==> config.mk <==
export PLATFORM = sky130hd
export DESIGN_NAME = mdu_iter_flat
export DESIGN_NICKNAME = d
export VERILOG_FILES = /design/src/rtl/mdu_pkg.sv /design/src/rtl/mdu_iter_if.sv /design/src/rtl/mdu_divstep.sv /design/src/rtl/mdu_iter.sv /design/src/flat_wrapper.sv
export SDC_FILE = /design/constraint.sdc
export NUM_CORES = 1
export LEC_CHECK = 0
export CAP_MARGIN = 40
export CORE_UTILIZATION = 50
export DETAILED_ROUTE_END_ITERATION = 12
export PLACE_DENSITY = 0.71
export SLEW_MARGIN = 20
export SYNTH_ARGS = -nofsm -noshare
export SYNTH_HDL_FRONTEND = slang
export SYNTH_SLANG_ARGS = --single-unit
==> constraint.sdc <==
create_clock -name clk -period 17 [get_ports clk]
set_input_delay 3.4 -clock clk [delete_from_list [all_inputs] [get_ports clk]]
set_output_delay 3.4 -clock clk [all_outputs]
set_load 0.05 [all_outputs]
==> src/rtl/mdu_pkg.sv <==
// Shared constants, op encodings and FSM state type for the iterative
// RV32M multiply/divide unit (mdu_iter) and its divide-step helper.
package mdu_pkg;

    localparam int XLEN = 32;
    localparam int ITER = XLEN;

    // RV32M funct3 encodings
    localparam logic [2:0] OP_MUL    = 3'b000;
    localparam logic [2:0] OP_MULH   = 3'b001;
    localparam logic [2:0] OP_MULHSU = 3'b010;
    localparam logic [2:0] OP_MULHU  = 3'b011;
    localparam logic [2:0] OP_DIV    = 3'b100;
    localparam logic [2:0] OP_DIVU   = 3'b101;
    localparam logic [2:0] OP_REM    = 3'b110;
    localparam logic [2:0] OP_REMU   = 3'b111;

    typedef enum logic [1:0] {
        IDLE,
        CALC,
        DONE
    } state_t;

    localparam logic [XLEN-1:0] DIV0_Q = '1;
    localparam logic [XLEN-1:0] OVF_Q  = 32'h8000_0000;

    // funct3[2] selects the divide half of RV32M
    function automatic logic is_div(input logic [2:0] op);
        return op[2];
    endfunction

    // funct3[1] selects a remainder among the divide ops
    function automatic logic is_rem(input logic [2:0] op);
        return op[2] & op[1];
    endfunction

endpackage

==> src/rtl/mdu_iter_if.sv <==
// Request / write-back bundle between the pipeline and mdu_iter.
// Ports: start_i, op_i, rs1_i, rs2_i, rd_i (request); busy_o, done_o,
// result_o, rd_o, we_o (status and register-file write port).
interface mdu_iter_if;
    import mdu_pkg::*;

    logic            start_i;
    logic [2:0]      op_i;
    logic [XLEN-1:0] rs1_i;
    logic [XLEN-1:0] rs2_i;
    logic [4:0]      rd_i;
    logic            busy_o;
    logic            done_o;
    logic [XLEN-1:0] result_o;
    logic [4:0]      rd_o;
    logic            we_o;

    modport master (
        output start_i, op_i, rs1_i, rs2_i, rd_i,
        input  busy_o, done_o, result_o, rd_o, we_o
    );

    modport slave (
        input  start_i, op_i, rs1_i, rs2_i, rd_i,
        output busy_o, done_o, result_o, rd_o, we_o
    );

endinterface

==> src/rtl/mdu_divstep.sv <==
// One combinational restoring-divide step.
// Ports: rem_i/quo_i (partial remainder, dividend/quotient shift reg),
// div_i (divisor); rem_o/quo_o (state after the step).
module mdu_divstep
    import mdu_pkg::*;
(
    input  logic [XLEN-1:0] rem_i,
    input  logic [XLEN-1:0] quo_i,
    input  logic [XLEN-1:0] div_i,
    output logic [XLEN-1:0] rem_o,
    output logic [XLEN-1:0] quo_o
);

    logic [XLEN:0] shifted;
    logic [XLEN:0] trial;
    logic          fits;

    assign shifted = {rem_i, quo_i[XLEN-1]};
    assign trial   = shifted - {1'b0, div_i};
    // rem < divisor keeps a successful trial below 2^XLEN, so the top
    // bit is a clean borrow flag.
    assign fits    = ~trial[XLEN];

    assign rem_o = fits ? trial[XLEN-1:0] : shifted[XLEN-1:0];
    assign quo_o = {quo_i[XLEN-2:0], fits};

endmodule

==> src/rtl/mdu_iter.sv <==
// Iterative RV32M multiply/divide unit: 32-step shift-add multiply or
// restoring divide on operand magnitudes, sign fixed at finalisation.
// Ports: clk, reset (async, active-high), bus (slave side of mdu_iter_if:
// start/op/rs1/rs2/rd in, busy/done/result/rd/we out).
module mdu_iter
    import mdu_pkg::*;
(
    input  logic       clk,
    input  logic       reset,
    mdu_iter_if.slave  bus
);

    state_t            state_q;
    logic [4:0]        cnt_q;
    logic [2:0]        op_q;
    logic [4:0]        rd_q;
    logic [2*XLEN-1:0] acc_q;
    logic [XLEN-1:0]   opb_q;
    logic              neg_q;
    logic              spec_q;
    logic [XLEN-1:0]   spec_val_q;
    logic              busy_q;
    logic              done_q;
    logic              we_q;
    logic [XLEN-1:0]   res_q;
    logic [4:0]        rdo_q;

    // capture-time decode
    logic              sg1;
    logic              sg2;
    logic              s1;
    logic              s2;
    logic [XLEN-1:0]   mag1;
    logic [XLEN-1:0]   mag2;
    logic              neg_c;
    logic              div0_c;
    logic              ovf_c;
    logic [XLEN-1:0]   spec_val_c;

    always_comb begin
        sg1 = 1'b0;
        sg2 = 1'b0;
        unique case (bus.op_i)
            OP_MUL, OP_MULH, OP_DIV, OP_REM: begin
                sg1 = 1'b1;
                sg2 = 1'b1;
            end
            OP_MULHSU: sg1 = 1'b1;
            default: ;
        endcase
    end

    assign s1   = sg1 & bus.rs1_i[XLEN-1];
    assign s2   = sg2 & bus.rs2_i[XLEN-1];
    assign mag1 = s1 ? (~bus.rs1_i + 1'b1) : bus.rs1_i;
    assign mag2 = s2 ? (~bus.rs2_i + 1'b1) : bus.rs2_i;

    // remainder follows the dividend sign; everything else the xor
    assign neg_c = is_rem(bus.op_i) ? s1 : (s1 ^ s2);

    assign div0_c = is_div(bus.op_i) & (bus.rs2_i == '0);
    assign ovf_c  = ((bus.op_i == OP_DIV) | (bus.op_i == OP_REM))
                  & (bus.rs1_i == OVF_Q) & (bus.rs2_i == '1);

    always_comb begin
        spec_val_c = '0;
        if (div0_c) begin
            spec_val_c = bus.op_i[1] ? bus.rs1_i : DIV0_Q;
        end else if (ovf_c) begin
            spec_val_c = bus.op_i[1] ? '0 : OVF_Q;
        end
    end

    // iteration datapath
    logic [XLEN-1:0]   rem_n;
    logic [XLEN-1:0]   quo_n;
    logic [XLEN:0]     madd;
    logic [2*XLEN-1:0] mul_n;
    logic [2*XLEN-1:0] acc_d;

    mdu_divstep u_divstep (
        .rem_i (acc_q[2*XLEN-1:XLEN]),
        .quo_i (acc_q[XLEN-1:0]),
        .div_i (opb_q),
        .rem_o (rem_n),
        .quo_o (quo_n)
    );

    // multiplier sits in the low half and shifts out as the product
    // grows into the high half
    assign madd  = {1'b0, acc_q[2*XLEN-1:XLEN]}
                 + (acc_q[0] ? {1'b0, opb_q} : '0);
    assign mul_n = {madd, acc_q[XLEN-1:1]};
    assign acc_d = is_div(op_q) ? {rem_n, quo_n} : mul_n;

    // finalisation
    logic [2*XLEN-1:0] prod;
    logic [XLEN-1:0]   mul_res;
    logic [XLEN-1:0]   dsel;
    logic [XLEN-1:0]   div_res;
    logic [XLEN-1:0]   res_d;

    assign prod    = neg_q ? (~acc_d + 1'b1) : acc_d;
    assign mul_res = (op_q == OP_MUL) ? prod[XLEN-1:0]
                                      : prod[2*XLEN-1:XLEN];
    assign dsel    = op_q[1] ? acc_d[2*XLEN-1:XLEN] : acc_d[XLEN-1:0];
    assign div_res = neg_q ? (~dsel + 1'b1) : dsel;
    assign res_d   = spec_q ? spec_val_q
                   : (is_div(op_q) ? div_res : mul_res);

    always_ff @(posedge clk or posedge reset) begin
        if (reset) begin
            state_q    <= IDLE;
            cnt_q      <= '0;
            op_q       <= '0;
            rd_q       <= '0;
            acc_q      <= '0;
            opb_q      <= '0;
            neg_q      <= 1'b0;
            spec_q     <= 1'b0;
            spec_val_q <= '0;
            busy_q     <= 1'b0;
            done_q     <= 1'b0;
            we_q       <= 1'b0;
            res_q      <= '0;
            rdo_q      <= '0;
        end else begin
            done_q <= 1'b0;
            we_q   <= 1'b0;
            unique case (state_q)
                IDLE, DONE: begin
                    if (bus.start_i) begin
                        op_q       <= bus.op_i;
                        rd_q       <= bus.rd_i;
                        acc_q      <= {{XLEN{1'b0}}, mag1};
                        opb_q      <= mag2;
                        neg_q      <= neg_c;
                        spec_q     <= div0_c | ovf_c;
                        spec_val_q <= spec_val_c;
                        cnt_q      <= '0;
                        busy_q     <= 1'b1;
                        state_q    <= CALC;
                    end else begin
                        state_q    <= IDLE;
                    end
                end
                CALC: begin
                    acc_q <= acc_d;
                    cnt_q <= cnt_q + 1'b1;
                    if (cnt_q == 5'(ITER - 1)) begin
                        res_q   <= res_d;
                        rdo_q   <= rd_q;
                        done_q  <= 1'b1;
                        we_q    <= (rd_q != '0);
                        busy_q  <= 1'b0;
                        state_q <= DONE;
                    end
                end
                default: state_q <= IDLE;
            endcase
        end
    end

    assign bus.busy_o   = busy_q;
    assign bus.done_o   = done_q;
    assign bus.we_o     = we_q;
    assign bus.result_o = res_q;
    assign bus.rd_o     = rdo_q;

endmodule
==> src/flat_wrapper.sv <==
// flat-port wrapper written by rule: the top's interface ports become plain ports
module mdu_iter_flat import mdu_pkg::*;
  (clk, reset, bus_start_i, bus_op_i, bus_rs1_i, bus_rs2_i, bus_rd_i, bus_busy_o, bus_done_o, bus_result_o, bus_rd_o, bus_we_o);
  mdu_iter_if bus_i ();
  input  logic clk;
  input  logic reset;
  input wire logic [$bits(bus_i.start_i)-1:0] bus_start_i;
  input wire logic [$bits(bus_i.op_i)-1:0] bus_op_i;
  input wire logic [$bits(bus_i.rs1_i)-1:0] bus_rs1_i;
  input wire logic [$bits(bus_i.rs2_i)-1:0] bus_rs2_i;
  input wire logic [$bits(bus_i.rd_i)-1:0] bus_rd_i;
  output wire logic [$bits(bus_i.busy_o)-1:0] bus_busy_o;
  output wire logic [$bits(bus_i.done_o)-1:0] bus_done_o;
  output wire logic [$bits(bus_i.result_o)-1:0] bus_result_o;
  output wire logic [$bits(bus_i.rd_o)-1:0] bus_rd_o;
  output wire logic [$bits(bus_i.we_o)-1:0] bus_we_o;
  assign bus_i.start_i = bus_start_i;
  assign bus_i.op_i = bus_op_i;
  assign bus_i.rs1_i = bus_rs1_i;
  assign bus_i.rs2_i = bus_rs2_i;
  assign bus_i.rd_i = bus_rd_i;
  assign bus_busy_o = bus_i.busy_o;
  assign bus_done_o = bus_i.done_o;
  assign bus_result_o = bus_i.result_o;
  assign bus_rd_o = bus_i.rd_o;
  assign bus_we_o = bus_i.we_o;
  mdu_iter u_core (.clk(clk), .reset(reset), .bus(bus_i));
endmodule
== After elaboration in Yosys (flattened, before gate mapping) ==
Cells that the tools add are included.

* Bits in registers: 185
* Latch bits: 0
* RAM bits: 0
* Memory bits (read-only): 0
* Bits of input ports: 75
* Output and inout port bits: 40
* Memories: 0

* Add/subtract/negate cells: 7
* Multiply operators: 0
* Div/mod/pow operators: 0
* Magnitude comparators: 0
* Equality and inequality tests: 11
* Shifts and indexed selects: 0
* Mux-type cells: 32
* Bitwise operators: 14
* Reduce and logical (&&, ||, !) cells: 13

{| class="wikitable"
|+ Operator list
! cell !! number
|-
| $mux W32 || 13
|-
| $mux W64 || 3
|-
| $pmux W64 S2 || 1
|-
| $add A32 B1 Y32 const B || 3
|-
| $not A32 Y32 || 3
|-
| $add A64 B1 Y64 const B || 1
|-
| $eq A32 B32 Y1 const B || 2
|-
| $not A64 Y64 || 1
|-
| $add A32 B33 Y33 || 1
|-
| $sub A33 B32 Y33 || 1
|-
| $logic_not A32 Y1 || 1
|-
| $mux W1 || 10
|-
| $pmux W5 S2 || 1
|-
| $and A1 B1 Y1 || 6
|-
| $eq A3 B3 Y1 const B || 2
|-
| $logic_not A3 Y1 || 2
|-
| $reduce_and A2 Y1 || 3
|-
| $add A5 B1 Y5 const B || 1
|-
| $eq A5 B5 Y1 const B || 1
|-
| $mux W5 || 1
|-
| $reduce_bool A5 Y1 || 1
|-
| $reduce_or A5 Y1 || 1
|-
| $pmux W2 S2 || 1
|-
| $reduce_or A4 Y1 || 1
|-
| 15 further kinds || 16
|}

== Logic depth before layout (Yosys ltp) ==
* Depth after elaboration: 9
* Mapped depth: 25

== Modules after synthesis ==
From an unflattened synthesis, not the netlist that was laid out.

* Cell total of the unflattened synthesis: 2387
* Area total of the unflattened synthesis: 18446.4 um^2

{| class="wikitable"
|+ By module, submodules not included
! module !! instances !! cells each !! area each (um^2) !! sequential area each (um^2)
|-
| mdu_iter || 1 || 2050 || 15847.7 || 4629.4
|-
| mdu_divstep || 1 || 337 || 2598.7 || 0.0
|}

== Worst setup path after synthesis ==
OpenSTA, ideal clock, no wires.

* Path type: reg-to-reg
* From: reg u_core.acc_q[31]
* To: reg u_core.res_q[24], in the netlist u_core.bus.result_o[24]
* Setup time: 0.124 ns
* Arrival: 5.979 ns
* Required time: 16.876 ns
* Setup slack: 10.897 ns
* Cell stages (with the launch flop): 26
* Path buffers: 1
* Clock period less this slack: 6.103 ns
* Cells stage by stage: dfrtp_1 -> inv_1 -> ha_1 -> fa_1 -> nand2b_1 -> a21oi_1 -> o211ai_4 -> a211oi_4 -> o31a_2 -> buf_4 -> nor3_1 -> a21oi_1 -> ha_1 -> nor3b_1 -> o221ai_1 -> or3_1 -> or2_2 -> nor2_1 -> nand2_1 -> a31oi_1 -> or4b_1 -> nand2b_4 -> o41ai_1 -> xnor2_1 -> a221oi_1 -> a211o_1

* Word-level cells in the longest chain between the ends: 9
* Elaborated cells between the ends (all ways): 14
* Those cells by class: add/sub (3); mux (8); bitwise (3)

{| class="wikitable"
|+ Ends and longest elaborated chain
! what !! RTL line !! source
|-
| from (decl) || mdu_iter.sv:17 || <nowiki>logic [2*XLEN-1:0] acc_q;</nowiki>
|-
| from (signal assigned) || mdu_iter.sv:135 || <nowiki>acc_q <= {{XLEN{1'b0}}, mag1};</nowiki>
|-
| $sub A33 B32 Y33 || mdu_divstep.sv:19 || <nowiki>assign trial = shifted - {1'b0, div_i};</nowiki>
|-
| $mux W32 or $not A1 Y1 (tied branches) || mdu_divstep.sv:24, mdu_divstep.sv:22 ||
|-
| $mux W64 (*) || mdu_iter.sv:94 || <nowiki>assign acc_d = is_div(op_q) ? {rem_n, quo_n} : mul_n;</nowiki>
|-
| $not A64 Y64 or $mux W32 (tied branches) || mdu_iter.sv:103, mdu_iter.sv:106 ||
|-
| $add A64 B1 Y64 or $not A32 Y32 (tied branches) || mdu_iter.sv:103, mdu_iter.sv:107 ||
|-
| $mux W64 or $add A32 B1 Y32 (tied branches) || mdu_iter.sv:103, mdu_iter.sv:107 ||
|-
| $mux W32 (on tied branches) || mdu_iter.sv:104, mdu_iter.sv:107 ||
|-
| $mux W32 (*) || mdu_iter.sv:109 || <nowiki>: (is_div(op_q) ? div_res : mul_res);</nowiki>
|-
| $mux W32 (*) || mdu_iter.sv:108 || <nowiki>assign res_d = spec_q ? spec_val_q</nowiki>
|-
| to (signal assigned) || mdu_iter.sv:151 || <nowiki>res_q <= res_d;</nowiki>
|-
| to (decl) || mdu_iter.sv:25 || <nowiki>logic [XLEN-1:0] res_q;</nowiki>
|}

Mark *: on every way between the ends. The rest lies on a longest branch, timed or not.
A chain may end at the register's enable or synchronous reset.

== Worst setup path in the final report ==
Same ends and word-level chain as after synthesis.

==> results.sh <==
export IMPL_outcome="finished, final reports clean"
export IMPL_crit_reg2reg_launch="u_core.acc_q[31]$_DFFE_PP0P_"
export IMPL_cp_endpoint="u_core.bus.result_o[24]$_DFFE_PP0P_"
export IMPL_cts_hold_fix_buffers=0
export IMPL_dp_hpwl_mm=56.5
export IMPL_fin_crit_sh_pct=44.1
export IMPL_vias=19829
export IMPL_drc_errors=0
export IMPL_die_area_mm2=0.0376
export IMPL_cts_setup_buffers=0
export IMPL_cts_tree="done"
export IMPL_drive_gt1_share_pct=6.73
export IMPL_crit_path_start="u_core.acc_q[31]$_DFFE_PP0P_"
export IMPL_register_area_mm2=0.00464
export IMPL_end_kind="flop"
export IMPL_rsz0062_at_grt="no"
export IMPL_r2r_setup_slack_ns=9.50
export IMPL_dr_pass1_iters=8
export IMPL_grt_ovfl_total=0
export IMPL_synth_cell_type_count=112
export IMPL_row_count=69
export IMPL_wl_per_cell_um=25.6
export IMPL_r2r_cells=25
export IMPL_ant_nets=0
export IMPL_ys_seq_area_share_pct=25.2
export IMPL_cp_data_required_time_ns=17.37
export IMPL_syn_num_nets=2561
export IMPL_die_width_um=194
export IMPL_grt_use_total_pct=39.2
export IMPL_port_buffers=114
export IMPL_multi_input_area_mm2=0.0129
export IMPL_crit_arrival_ns=7.87
export IMPL_area_growth_pct=11.6
export IMPL_viasPerCell=6.80
export IMPL_cp_start_kind="flop"
export IMPL_cts_sinks=185
export IMPL_synth_avg_cell_area_um2=7.62
export IMPL_setup_viol=0
export IMPL_final_setup_skew_ns=0.00840
export IMPL_antenna_cells=0
export IMPL_worst_slew_pin_slew_ns=0.866
export IMPL_cts_resized=0
export IMPL_grt_max_degree=92
export IMPL_synthCells=2413
export IMPL_ios=115
export IMPL_maxSlewHeadroom_pct=41.9
export IMPL_clock_root_buffer="clkbuf_16"
export IMPL_final_core_util_pct=57.2
export IMPL_hold_viol_final=0
export IMPL_crit_type="flop to flop"
export IMPL_min_path_cells=2
export IMPL_antenna_found_initial=4
export IMPL_period_minus_slack_ns=7.50
export IMPL_crit_path_max_fanout=25
export IMPL_n_fill_cell=3375
export IMPL_setup_tns_ns=0
export IMPL_maxSlewViolCount=0
export IMPL_ys_warnings_count=0
export IMPL_cts_made_buffers=17
export IMPL_path_clk_slew_ns=0.09
export IMPL_grt_pass1_wl_mm=112
export IMPL_routed_wirelength_mm=74.5
export IMPL_final_common_cell="nand2_1"
export IMPL_ys_async_sr_fraction_pct=100
export IMPL_hold_class="flop to flop"
export IMPL_core_mm2=0.0359
export IMPL_final_nets=2588
export IMPL_ys_flop_type="dfrtp_1"
export IMPL_synth_edf_count=0
export IMPL_synth_area_mm2=0.0184
export IMPL_dieHeight_um=194
export IMPL_grt_pass1_vias=18476
export IMPL_gp_congestion=0.997
export IMPL_initial_core_util_pct=51.2
export IMPL_max_cap_viol_count=0
export IMPL_clk_latency_ns=0.48
export IMPL_clockBufferDepth=2
export IMPL_drtIter0Drc=2268
export IMPL_rr_endpoint="u_core.bus.result_o[24]$_DFFE_PP0P_"
export IMPL_h_tree_depth=4
export IMPL_ys_ff_latch=185
export IMPL_final_cell_mix="nand2_1 (306), o21ai_0 (212), nor2_1 (199), dfrtp_1 (182), a21oi_1 (168)"
export IMPL_fmaxAchievable_ghz=0.133
==> worst min-delay path by stage <==
stage / slack, ns / to / start
after floorplan: 0.44 / u_core.spec_val_q[15]$_DFFE_PP0P_ / u_core.spec_val_q[15]$_DFFE_PP0P_
after global placement: 0.45 / u_core.spec_val_q[15]$_DFFE_PP0P_ / u_core.spec_val_q[15]$_DFFE_PP0P_
after global routing: 0.51 / u_core.spec_val_q[9]$_DFFE_PP0P_ / u_core.spec_val_q[9]$_DFFE_PP0P_
final: 0.48 / u_core.spec_val_q[24]$_DFFE_PP0P_ / u_core.spec_val_q[24]$_DFFE_PP0P_
after detailed placement: 0.46 / u_core.spec_val_q[16]$_DFFE_PP0P_ / u_core.spec_val_q[16]$_DFFE_PP0P_
after CTS: 0.48 / u_core.spec_val_q[21]$_DFFE_PP0P_ / u_core.spec_val_q[21]$_DFFE_PP0P_
==> metrics by stage <==
step / cells / cell area [um2] / hold WS, ns / setup WS (ns)
4_1_cts: 2913 / 20500 / 0.482 / 9.69
6_report: 2914 / 20500 / 0.480 / 9.50
5_1_grt: 2914 / 20500 / 0.508 / 9.08
3_5_place_dp: 2881 / 19900 / 0.462 / 9.70
3_3_place_gp: 2874 / 19800 / 0.452 / 9.99
2_1_floorplan: 2413 / 18400 / 0.440 / 8.57
==> registers in the layout (all words and copies together) (netlist names), 2 cells and up <==
name / flops
u_core.acc_q: 64
u_core.bus.rd_o: 5
u_core.bus.result_o: 32
u_core.cnt_q: 5
u_core.op_q: 3
u_core.opb_q: 32
u_core.rd_q: 5
u_core.spec_val_q: 32
u_core.state_q: 2
==> cell type report <==
type                       instances  share of cell area [%]
sequential                       185                    22.6
clock buffer                      17                    2.07
tap                              461                    2.81
multi-input combinational       2002                    62.7
clock inverter                    15                   0.939
timing repair buffer             163                    7.59
inverter                          71                    1.33
==> synth_stat cells (7+ instances only) <==
cell | instances | area [um2]
nand2_1 | 307 | 1150
o21ai_0 | 212 | 1060
nor2_1 | 200 | 751
dfrtp_1 | 185 | 4630
a21oi_1 | 168 | 841
clkbuf_1 | 110 | 413
xnor2_1 | 89 | 780
ha_1 | 71 | 888
inv_1 | 70 | 263
xor2_1 | 69 | 604
nor3_1 | 66 | 330
nand3_1 | 56 | 280
o31ai_1 | 56 | 420
and2_1 | 48 | 300
nor2b_1 | 45 | 282
mux2i_1 | 43 | 430
a31oi_1 | 33 | 206
a211oi_1 | 29 | 218
a21o_1 | 29 | 218
o221ai_1 | 29 | 254
nand4_1 | 28 | 175
nor4_1 | 26 | 163
o211ai_1 | 25 | 188
or3_1 | 24 | 150
a22o_1 | 22 | 193
and3_1 | 22 | 138
mux2_2 | 20 | 225
buf_2 | 18 | 90.1
a221oi_1 | 17 | 149
a22oi_1 | 17 | 128
buf_1 | 15 | 56.3
nand2b_1 | 15 | 93.8
or4_1 | 15 | 113
o21a_1 | 14 | 105
o22ai_1 | 12 | 75.1
nor3b_1 | 11 | 82.6
a311oi_1 | 10 | 87.6
or2_2 | 10 | 62.6
o41ai_1 | 9 | 78.8
nand3b_1 | 8 | 60.1
o21bai_1 | 8 | 60.1
a211o_1 | 7 | 61.3
buf_6 | 7 | 78.8
==> kinds of logic after synthesis <==
kind of cell / Yosys count / synth area share, %
AO/OA/AOI/OAI: 789 / 28.9
XOR/XNOR: 158 / 7.52
adder cells (fa/ha/maj): 73 / 5.05
buffers and inverters: 226 / 5.09
flip-flops: 185 / 25.2
multiplexers: 63 / 3.56
AND/OR/NAND/NOR: 919 / 24.7
==> layer usage <==
layer	vias up	track usage, %	wire, um
met3	170	9.05	6700
met4	2	15.4	2760
met5	-	0	13
met2	1031	59.8	32900
met1	9665	53.7	32100
li1	8961	-	-
==> worst max-delay path: stages (launching register included) <==
cell	delay, ns
dfrtp_1	0.47
inv_1	0.13
ha_1	0.24
fa_1	0.41
nand2b_1	0.20
a21oi_1	0.51
o211ai_4	0.20
a211oi_4	0.39
o31a_2	0.18
buf_4	0.33
nor3_1	0.22
a21oi_1	0.22
ha_1	0.24
nor3b_1	0.26
o221ai_1	0.23
or3_1	0.47
or2_2	0.33
nor2_1	0.17
nand2_1	0.12
a31oi_1	0.33
or4b_1	0.57
nand2b_4	0.22
o41ai_1	0.42
xnor2_1	0.17
a221oi_1	0.11
a211o_1	0.25
Power is not shown: default switching activity piles up to over one toggle a cycle in this logic, so the estimate is an artifact.
